**config.mk**
```make
export PLATFORM = sky130hd
export DESIGN_NAME = dmem_port_arbiter
export DESIGN_NICKNAME = d
export VERILOG_FILES = /design/src/rtl/dmem_port_arbiter.sv
export SDC_FILE = /design/constraint.sdc
export NUM_CORES = 1
export LEC_CHECK = 0
export CORE_AREA = 2 2 115 117
export CTS_CLUSTER_DIAMETER = 80
export DETAILED_ROUTE_END_ITERATION = 10
export DIE_AREA = 0 0 117 119
export PLACE_DENSITY = 0.7
export RECOVER_POWER = 50
export SLEW_MARGIN = 5
export SYNTH_ARGS = -nofsm -noshare
export SYNTH_HDL_FRONTEND = slang
export SYNTH_SLANG_ARGS = --single-unit
```
**constraint.sdc**
```tcl
create_clock -name clk -period 2.8 [get_ports clk]
set_input_delay 0.84 -clock clk [delete_from_list [all_inputs] [get_ports clk]]
set_output_delay 0.84 -clock clk [all_outputs]
set_load 0.05 [all_outputs]
```
**src/rtl/dmem_port_arbiter.sv**
```systemverilog
// Arbitrates the single-port data memory between the CPU MEM stage and an external requester.
// Optional DMEM_ARB_PERF_EN adds stall and EXT-grant performance counters.
module dmem_port_arbiter #(
  parameter int unsigned DATA_WIDTH   = 32,
  parameter int unsigned ADDR_WIDTH   = 32,
  parameter int unsigned READ_LATENCY = 1,
  parameter int unsigned STARVE_LIMIT = 4
) (
  input  logic                  clk,
  input  logic                  reset,
  input  logic                  cpu_req,
  input  logic                  cpu_we,
  input  logic [ADDR_WIDTH-1:0] cpu_addr,
  input  logic [DATA_WIDTH-1:0] cpu_wdata,
  output logic                  cpu_ack,
  output logic [DATA_WIDTH-1:0] cpu_rdata,
  output logic                  cpu_stall,
  input  logic                  ext_req,
  input  logic                  ext_we,
  input  logic [ADDR_WIDTH-1:0] ext_addr,
  input  logic [DATA_WIDTH-1:0] ext_wdata,
  output logic                  ext_ack,
  output logic [DATA_WIDTH-1:0] ext_rdata,
  output logic                  mem_we,
  output logic                  mem_re,
  output logic [ADDR_WIDTH-1:0] mem_addr,
  output logic [DATA_WIDTH-1:0] mem_wdata,
  input  logic [DATA_WIDTH-1:0] mem_rdata
`ifdef DMEM_ARB_PERF_EN
  ,
  output logic [31:0]           perf_cpu_stall_cnt,
  output logic [31:0]           perf_ext_grant_cnt
`endif
);

  typedef enum logic [0:0] {StIdle, StRdWait} state_e;

  localparam logic [1:0] LatInit   = 2'(READ_LATENCY - 1);
  localparam logic [3:0] StarveMax = 4'(STARVE_LIMIT);

  state_e     state_q, state_d;
  logic       owner_q, owner_d;  // 1 = EXT owns the in-flight read
  logic [1:0] lat_q, lat_d;
  logic [3:0] starve_q, starve_d;

  logic ext_win, cpu_win, issue, ext_sel, issue_we, ext_issue;

  assign ext_win   = ext_req && (starve_q == StarveMax);
  assign cpu_win   = cpu_req && !ext_win;
  // Issue is suppressed while reset is asserted so nothing reaches memory during reset.
  assign issue     = (state_q == StIdle) && !reset && (cpu_win || ext_req);
  assign ext_sel   = !cpu_win;
  assign issue_we  = ext_sel ? ext_we : cpu_we;
  assign ext_issue = issue && ext_sel;

  assign starve_d = (!ext_req || ext_issue) ? 4'd0 :
                    (starve_q == StarveMax) ? starve_q : starve_q + 4'd1;

  assign cpu_stall = cpu_req & ~cpu_ack;

  always_comb begin
    state_d   = state_q;
    owner_d   = owner_q;
    lat_d     = lat_q;
    mem_we    = 1'b0;
    mem_re    = 1'b0;
    mem_addr  = '0;
    mem_wdata = '0;
    cpu_ack   = 1'b0;
    ext_ack   = 1'b0;
    cpu_rdata = '0;
    ext_rdata = '0;
    case (state_q)
      StIdle: begin
        if (issue) begin
          mem_addr = ext_sel ? ext_addr : cpu_addr;
          if (issue_we) begin
            mem_we    = 1'b1;
            mem_wdata = ext_sel ? ext_wdata : cpu_wdata;
            cpu_ack   = !ext_sel;
            ext_ack   = ext_sel;
          end else begin
            mem_re  = 1'b1;
            owner_d = ext_sel;
            lat_d   = LatInit;
            state_d = StRdWait;
          end
        end
      end
      StRdWait: begin
        // A read pending at reset is dropped without an ack.
        if (!reset) begin
          if (lat_q == 2'd0) begin
            cpu_ack   = !owner_q;
            ext_ack   = owner_q;
            cpu_rdata = owner_q ? '0 : mem_rdata;
            ext_rdata = owner_q ? mem_rdata : '0;
            state_d   = StIdle;
          end else begin
            lat_d = lat_q - 2'd1;
          end
        end
      end
      default: state_d = StIdle;
    endcase
  end

  always_ff @(posedge clk) begin
    if (reset) begin
      state_q  <= StIdle;
      owner_q  <= 1'b0;
      lat_q    <= 2'd0;
      starve_q <= 4'd0;
    end else begin
      state_q  <= state_d;
      owner_q  <= owner_d;
      lat_q    <= lat_d;
      starve_q <= starve_d;
    end
  end

`ifdef DMEM_ARB_PERF_EN
  logic [31:0] stall_cnt_q, grant_cnt_q;

  always_ff @(posedge clk) begin
    if (reset) begin
      stall_cnt_q <= 32'd0;
      grant_cnt_q <= 32'd0;
    end else begin
      if (cpu_stall && (stall_cnt_q != 32'hFFFF_FFFF)) stall_cnt_q <= stall_cnt_q + 32'd1;
      if (ext_issue && (grant_cnt_q != 32'hFFFF_FFFF)) grant_cnt_q <= grant_cnt_q + 32'd1;
    end
  end

  assign perf_cpu_stall_cnt = stall_cnt_q;
  assign perf_ext_grant_cnt = grant_cnt_q;
`endif

endmodule

```
==> impl_metrics.env, run 1 <==
export IMPL_p_total_mw=1.57
export IMPL_grt_pass1_vias=4833
export IMPL_die_x_um=117
export IMPL_place_area_um2=7830
export IMPL_io_pins=299
export IMPL_worstPathMaxFanout=6
export IMPL_setup_viol=67
export IMPL_drt_initial_drc_count=236
export IMPL_fin_area_um2=8790
export IMPL_power_switching_mw=0.642
export IMPL_critPathSlowestCell="a2111o_1"
export IMPL_worst_slack_ps=-176
export IMPL_crit_type="in -> out"
export IMPL_clkLatencyLatePin_ps=230
export IMPL_fp_dieH_um=119
export IMPL_p_comb_share_pct=77.3
export IMPL_wl_per_cell_um=20.3
export IMPL_max_freq_ghz=0.336
export IMPL_ant_nets=0
export IMPL_worstMarginPinSlew_ps=394
export IMPL_synth_flop_cell="dfxtp_1"
export IMPL_path_clk_slew_ps=30
export IMPL_worstPathArrival_ps=2140
export IMPL_leakagePower_nw=3.17
export IMPL_violations="negative setup slack"
export IMPL_utilization_pct=68.2
export IMPL_netlist_instances=367
export IMPL_cts_tree="done"
export IMPL_final_common_cell="clkdlybuf4s50_1"
export IMPL_ys_seq_area_share_pct=7.13
export IMPL_swShare_pct=40.8
export IMPL_pwr_share_seq_pct=7.7
export IMPL_rows=42
export IMPL_p_clk_share_pct=15.0
export IMPL_drc=0
export IMPL_fin_tns_setup_ps=-6600
export IMPL_cts_root_buffer="clkbuf_16"
export IMPL_numCtsBuffers=3
export IMPL_syn_area_per_cell_um2=6.12
export IMPL_globalRouteOverflowTotal=0
export IMPL_clockBufferDepth=2
export IMPL_vias=4397
export IMPL_synth_edf_count=0
export IMPL_min_path_type="reg -> reg"
export IMPL_hold_viol=0
export IMPL_final_cell_mix="clkdlybuf4s50_1, buf_12, a21oi_4"
export IMPL_path_cells="buf_6 -> buf_6 -> nand4b_1 -> buf_6 -> buf_12 -> buf_6 -> a2111o_1 -> nand2_4 -> buf_12"
export IMPL_cap_violations=0
export IMPL_period_minus_slack_ps=2980
export IMPL_critical_path_max_stage_delay_ps=420
export IMPL_cp_start_kind="input port"
export IMPL_status="finished, violations left"
export IMPL_rsz0062_at_grt="true"
export IMPL_cell_internal_pwr_mw=0.930
export IMPL_worstSetupEndpointType="output port"
export IMPL_report_final_slew_viol_count=0
export IMPL_firstDrtPassIters=6
export IMPL_synth_seq_cells=8
export IMPL_instances_no_fill=868
export IMPL_ys_types=35
export IMPL_grt_pass1_wl_um=26300
export IMPL_dpl_worst_slack_ps=-523
export IMPL_fp_coreArea_um2=12900
export IMPL_ir_drop_v=0.000162
export IMPL_p_per_area_nw_per_um2=179
export IMPL_area_growth_pct=291
export IMPL_vias_per_cell=5.07
export IMPL_dp_hpwl_um=12700
export IMPL_max_slew_margin_pct=73.4
export IMPL_yosysWarnings=0
export IMPL_start_util_pct=17.5
export IMPL_fillers=910
export IMPL_layout_drive_gt1_share_pct=54.6
export IMPL_die_area_um2=13900
export IMPL_grt_max_degree=36
export IMPL_routed_wl_um=17600
export IMPL_nets=862
export IMPL_syn_area_um2=2250
export IMPL_syn_nets=536
export IMPL_finClkSkew_ps=1.46
export IMPL_antenna_found_initial=1
export IMPL_clock_sinks=8
export IMPL_port_buffers=298
export IMPL_crit_required_ps=1960
export IMPL_fin_crit_sh_pct=106
export IMPL_dp_cells=833
export IMPL_path_common_cell="buf_6"
export IMPL_fin_hold_ws_ps=544
export IMPL_grt_total_usage_pct=24.0
export IMPL_h_tree_depth=1
export IMPL_gp_congestion=0.885
export IMPL_async_reset_ff_share_pct=0
[per-layer routing]
metal | share of wire, % | vias to the layer above | routed length, um | GRT usage, %
met5 | 0 | - | 0 | 0
met3 | 9.9 | 32 | 1750 | 7.28
met4 | 2.4 | 0 | 423 | 5.59
met1 | 36 | 2082 | 6340 | 26.2
met2 | 52 | 249 | 9090 | 44.6
li1 | - | 2034 | - | -
[area by class of cell]
class | count | area (um^2) | area share (%)
Multi-Input combinational cell | 304 | 2900 | 33.0
Clock buffer | 3 | 75.1 | 0.854
Timing Repair Buffer | 370 | 5400 | 61.5
Antenna cell | 1 | 2.50 | 0.0285
Tap cell | 176 | 220 | 2.51
Inverter | 6 | 22.5 | 0.256
Sequential cell | 8 | 163 | 1.85
[cell usage after synthesis (all sizes together) (2+ instances only)]
cell type / count / share of area [%]
a41o: 2 / 0.89
a31o: 2 / 0.78
inv: 6 / 1.0
nand2b: 2 / 0.56
dfxtp: 8 / 7.1
o21ai: 33 / 7.3
nor3: 3 / 0.67
mux2i: 2 / 0.89
or2: 2 / 0.67
o211ai: 32 / 11
and2: 64 / 18
clkbuf: 30 / 5.0
a211oi: 3 / 1.0
a21oi: 67 / 15
nand3: 34 / 7.6
nor2: 7 / 1.2
ha: 3 / 1.7
nand4: 32 / 8.9
nand2: 4 / 0.67
buf: 20 / 6.3
[logic make-up after synthesis]
kind of cell	after synthesis	synth area share [%]
xor gates and xnor gates	1	0.390
buffers and inverters	56	12.3
and+or+nand+nor	153	40.0
DFF	8	7.13
adders and majority gates	3	1.67
muxes	2	0.891
AOI/OAI and AO/OA	144	37.6
[what timing repair did]
action,in CTS,in global routing
pin swaps,54,44
gates cloned,11,3
buffers inserted,17,3
hold buffers,0,0
setup endpoints to repair,133,70
resized for setup,85,22
[sequential cells by signal, summed over array words and instances, names as in the netlist]
signal / flops
owner_q: 1
starve_q: 4
state_q: 1
lat_q: 2
[path summary, 6_finish.rpt]
path	startpoint	endpoint	slack (ps)	cells past startpoint
min reg2reg	owner_q$_SDFFE_PP0P_	owner_q$_SDFFE_PP0P_	540	2
min	owner_q$_SDFFE_PP0P_	owner_q$_SDFFE_PP0P_	540	2
max reg2reg	starve_q[0]$_SDFFE_PP0P_	lat_q[0]$_SDFFE_PP0P_	510	11
max	ext_req	mem_re	-180	9
[power by group through the flow]
| stage | Combinational (mW) | Clock, mW | Sequential (mW) |
|---|---|---|---|
| 3_3_place_gp | 1.11 | 0 | 0.121 |
| 2_1_floorplan | 0.527 | 0 | 0.121 |
| 6_report | 1.22 | 0.236 | 0.121 |
| 5_1_grt | 1.27 | 0.246 | 0.121 |
| 4_1_cts | 1.20 | 0.239 | 0.120 |
| 3_5_place_dp | 1.13 | 0 | 0.122 |
[worst max-delay path: cells and delay by family]
kind,cells,cell delay (ps)
buffers and inverters,6,670
AO/OA/AOI/OAI,1,420
AND/OR/NAND/NOR,2,190
(Power assumes the default switching activity.)
==> run 2, diff against run 1 <==
--- a/config.mk
+++ b/config.mk
@@ -5,6 +5,7 @@
 export SDC_FILE = /design/constraint.sdc
 export NUM_CORES = 1
 export LEC_CHECK = 0
+export CAP_MARGIN = 20
 export CORE_AREA = 2 2 115 117
 export CTS_CLUSTER_DIAMETER = 80
 export DETAILED_ROUTE_END_ITERATION = 10
==> results of run 2 <==
No change in the layout: final DEF, timing and power equal those of run 1.
==> run 3, diff against run 2 <==
--- a/config.mk
+++ b/config.mk
@@ -10,7 +10,8 @@
 export CTS_CLUSTER_DIAMETER = 80
 export DETAILED_ROUTE_END_ITERATION = 10
 export DIE_AREA = 0 0 117 119
-export PLACE_DENSITY = 0.7
+export MAX_ROUTING_LAYER = met4
+export PLACE_DENSITY = 0.72
 export RECOVER_POWER = 50
 export SLEW_MARGIN = 5
 export SYNTH_ARGS = -nofsm -noshare
==> constraint.sdc (replaced) <==
create_clock -name clk -period 2.5 [get_ports clk]
set_input_delay 0.75 -clock clk [delete_from_list [all_inputs] [get_ports clk]]
set_output_delay 0.75 -clock clk [all_outputs]
set_load 0.01 [all_outputs]
==> run 3 against run 2 <==
The flow still finishes with violations (negative setup slack). Non-clock buffer count grew 10. Cell count is 1.0% higher. Setup slack lost 5.7 ps. Clock skew is 4.5 ps higher. Global-route usage down 0.98 points. Utilization is 18 points lower. Largest cell class unchanged. Largest power group unchanged.
==> impl_metrics.env, run 3 (synthesis results as in run 1) <==
export IMPL_status="finished, violations left"
export IMPL_violations="negative setup slack"
export IMPL_rsz0062_at_grt="true"
export IMPL_cp_start_kind="input port"
export IMPL_clkLatencyLatePin_ps=230
export IMPL_worstSetupEndpointType="output port"
export IMPL_vias=4452
export IMPL_met1Wirelength_um=6730
export IMPL_fp_coreArea_um2=12900
export IMPL_gp_congestion=0.910
export IMPL_setup_viol=68
export IMPL_dr_wl_met3_um=1440
export IMPL_cap_violations=0
export IMPL_drt_initial_drc_count=228
export IMPL_cts_root_buffer="clkbuf_16"
export IMPL_worstPathMaxFanout=6
export IMPL_numCtsBuffers=3
export IMPL_die_area_um2=13900
export IMPL_crit_required_ps=1750
export IMPL_holdBufCountCts=0
export IMPL_leakagePower_nw=2.78
export IMPL_p_per_area_nw_per_um2=194
export IMPL_antenna_found_initial=0
export IMPL_routed_wl_um=18000
export IMPL_r2r_cells=7
export IMPL_largest_register="starve_q"
export IMPL_max_slew_margin_pct=69.4
export IMPL_clockBufferDepth=2
export IMPL_critPathSlowestCell="or2_4"
export IMPL_antenna_cells=0
export IMPL_ir_drop_v=0.000331
export IMPL_min_path_cells=2
export IMPL_layout_drive_gt1_share_pct=46.6
export IMPL_fp_dieH_um=119
export IMPL_grt_pass1_wl_um=24300
export IMPL_path_cells="buf_6 -> or2_4 -> or2_4 -> clkbuf_16 -> a21oi_2 -> buf_2"
export IMPL_start_util_pct=17.5
export IMPL_finClkSkew_ps=5.94
export IMPL_area_growth_pct=188
export IMPL_nets=872
export IMPL_worstPathArrival_ps=1930
export IMPL_vias_per_cell=5.08
export IMPL_critical_path_max_stage_delay_ps=360
export IMPL_h_tree_depth=1
export IMPL_report_final_slew_viol_count=0
export IMPL_path_clk_slew_ps=30
export IMPL_largest_reg_flops=4
export IMPL_rows=42
export IMPL_dp_hpwl_um=10900
export IMPL_grt_total_usage_pct=23.0
export IMPL_globalRouteOverflowTotal=0
export IMPL_grt_max_degree=35
export IMPL_die_x_um=117
export IMPL_cts_tree="done"
export IMPL_wl_met2_um=9340
export IMPL_crit_type="in -> out"
export IMPL_port_buffers=298
export IMPL_final_cell_mix="clkdlybuf4s50_1, buf_2, a21oi_2"
export IMPL_drc=0
export IMPL_fillers=1238
export IMPL_worst_slack_ps=-182
export IMPL_fin_tns_setup_ps=-7510
export IMPL_io_pins=299
export IMPL_clock_sinks=8
export IMPL_reg_top3="starve_q: 4 flops, lat_q: 2 flops"
export IMPL_path_common_cell="or2_4"
export IMPL_fin_crit_sh_pct=107
export IMPL_hold_viol=0
export IMPL_wl_per_cell_um=20.5
export IMPL_final_common_cell="clkdlybuf4s50_1"
export IMPL_worstMarginPinSlew_ps=447
export IMPL_min_path_type="reg -> reg"
export IMPL_ant_nets=0
export IMPL_firstDrtPassIters=5
export IMPL_max_freq_ghz=0.373
export IMPL_dpl_worst_slack_ps=-1010
export IMPL_period_minus_slack_ps=2680
export IMPL_utilization_pct=50.3
export IMPL_top_layer="met4"
export IMPL_grt_pass1_vias=4537
[run 3: changes by cell type in the layout (fill, tap and decap cells not counted), sizes merged]
cell,delta
clkbuf,+7
buf,+4
dlygate4sd2,-2
bufbuf,+1
diode,-1
[run 3: power by group]
part | internal [mW] | switching (mW)
clock | 0.206 | 0.0632
combinational | 0.497 | 0.359
sequential | 0.131 | 0.00275
total | 0.834 | 0.425
[run 3: path summary, 6_finish.rpt]
check                                         startpoint                    end  slack, ps
worst max register to register  starve_q[0]$_SDFFE_PP0P_  lat_q[0]$_SDFFE_PP0P_        670
worst min register to register      owner_q$_SDFFE_PP0P_   owner_q$_SDFFE_PP0P_        540
worst min-delay path                owner_q$_SDFFE_PP0P_   owner_q$_SDFFE_PP0P_        540
worst max-delay path                               reset           mem_wdata[4]       -180
[run 3: per-stage QoR]
| step | power (mW) | std cells | area, um^2 | hold slack [ps] |
|---|---|---|---|---|
| global placement | 0.869 | 828 | 5800 | 477 |
| global route | 1.32 | 877 | 6480 | 578 |
| finish | 1.26 | 877 | 6480 | 539 |
| CTS | 1.21 | 868 | 6190 | 541 |
| floorplan | 0.396 | 367 | 2450 | 449 |
| detailed placement | 0.880 | 828 | 5800 | 508 |
[run 3: routing by layer]
layer  vias to the layer above  global-route usage [%]
met3                        32                    3.10
met2                       270                    44.0
met5                         -                       -
met4                         0                    6.91
li1                       2047                       -
met1                      2103                    24.0
[run 3: cell type report]
type / instances / area, um^2 / area share (%)
multi-input cells: 304 / 2270 / 35.1
inverters: 6 / 25.0 / 0.386
repair buffers: 380 / 3730 / 57.5
well taps: 176 / 220 / 3.40
clock buffers: 3 / 75.1 / 1.16
flip-flops and latches: 8 / 160 / 2.47
[run 3: what timing repair did]
| item | CTS | global route |
|---|---|---|
| pin swaps | 17 | 32 |
| endpoints found under the setup margin | 133 | 123 |
| hold endpoints to repair | 0 | 0 |
| cloned | 15 | 14 |
| setup buffers | 22 | 6 |
| gates resized for setup | 603 | 120 |
[run 3: critical path, delay by kind of cell]
family / cells / cell delay (ps)
AO/OA/AOI/OAI: 1 / 120
buffers and inverters: 3 / 450
AND/OR/NAND/NOR: 2 / 600
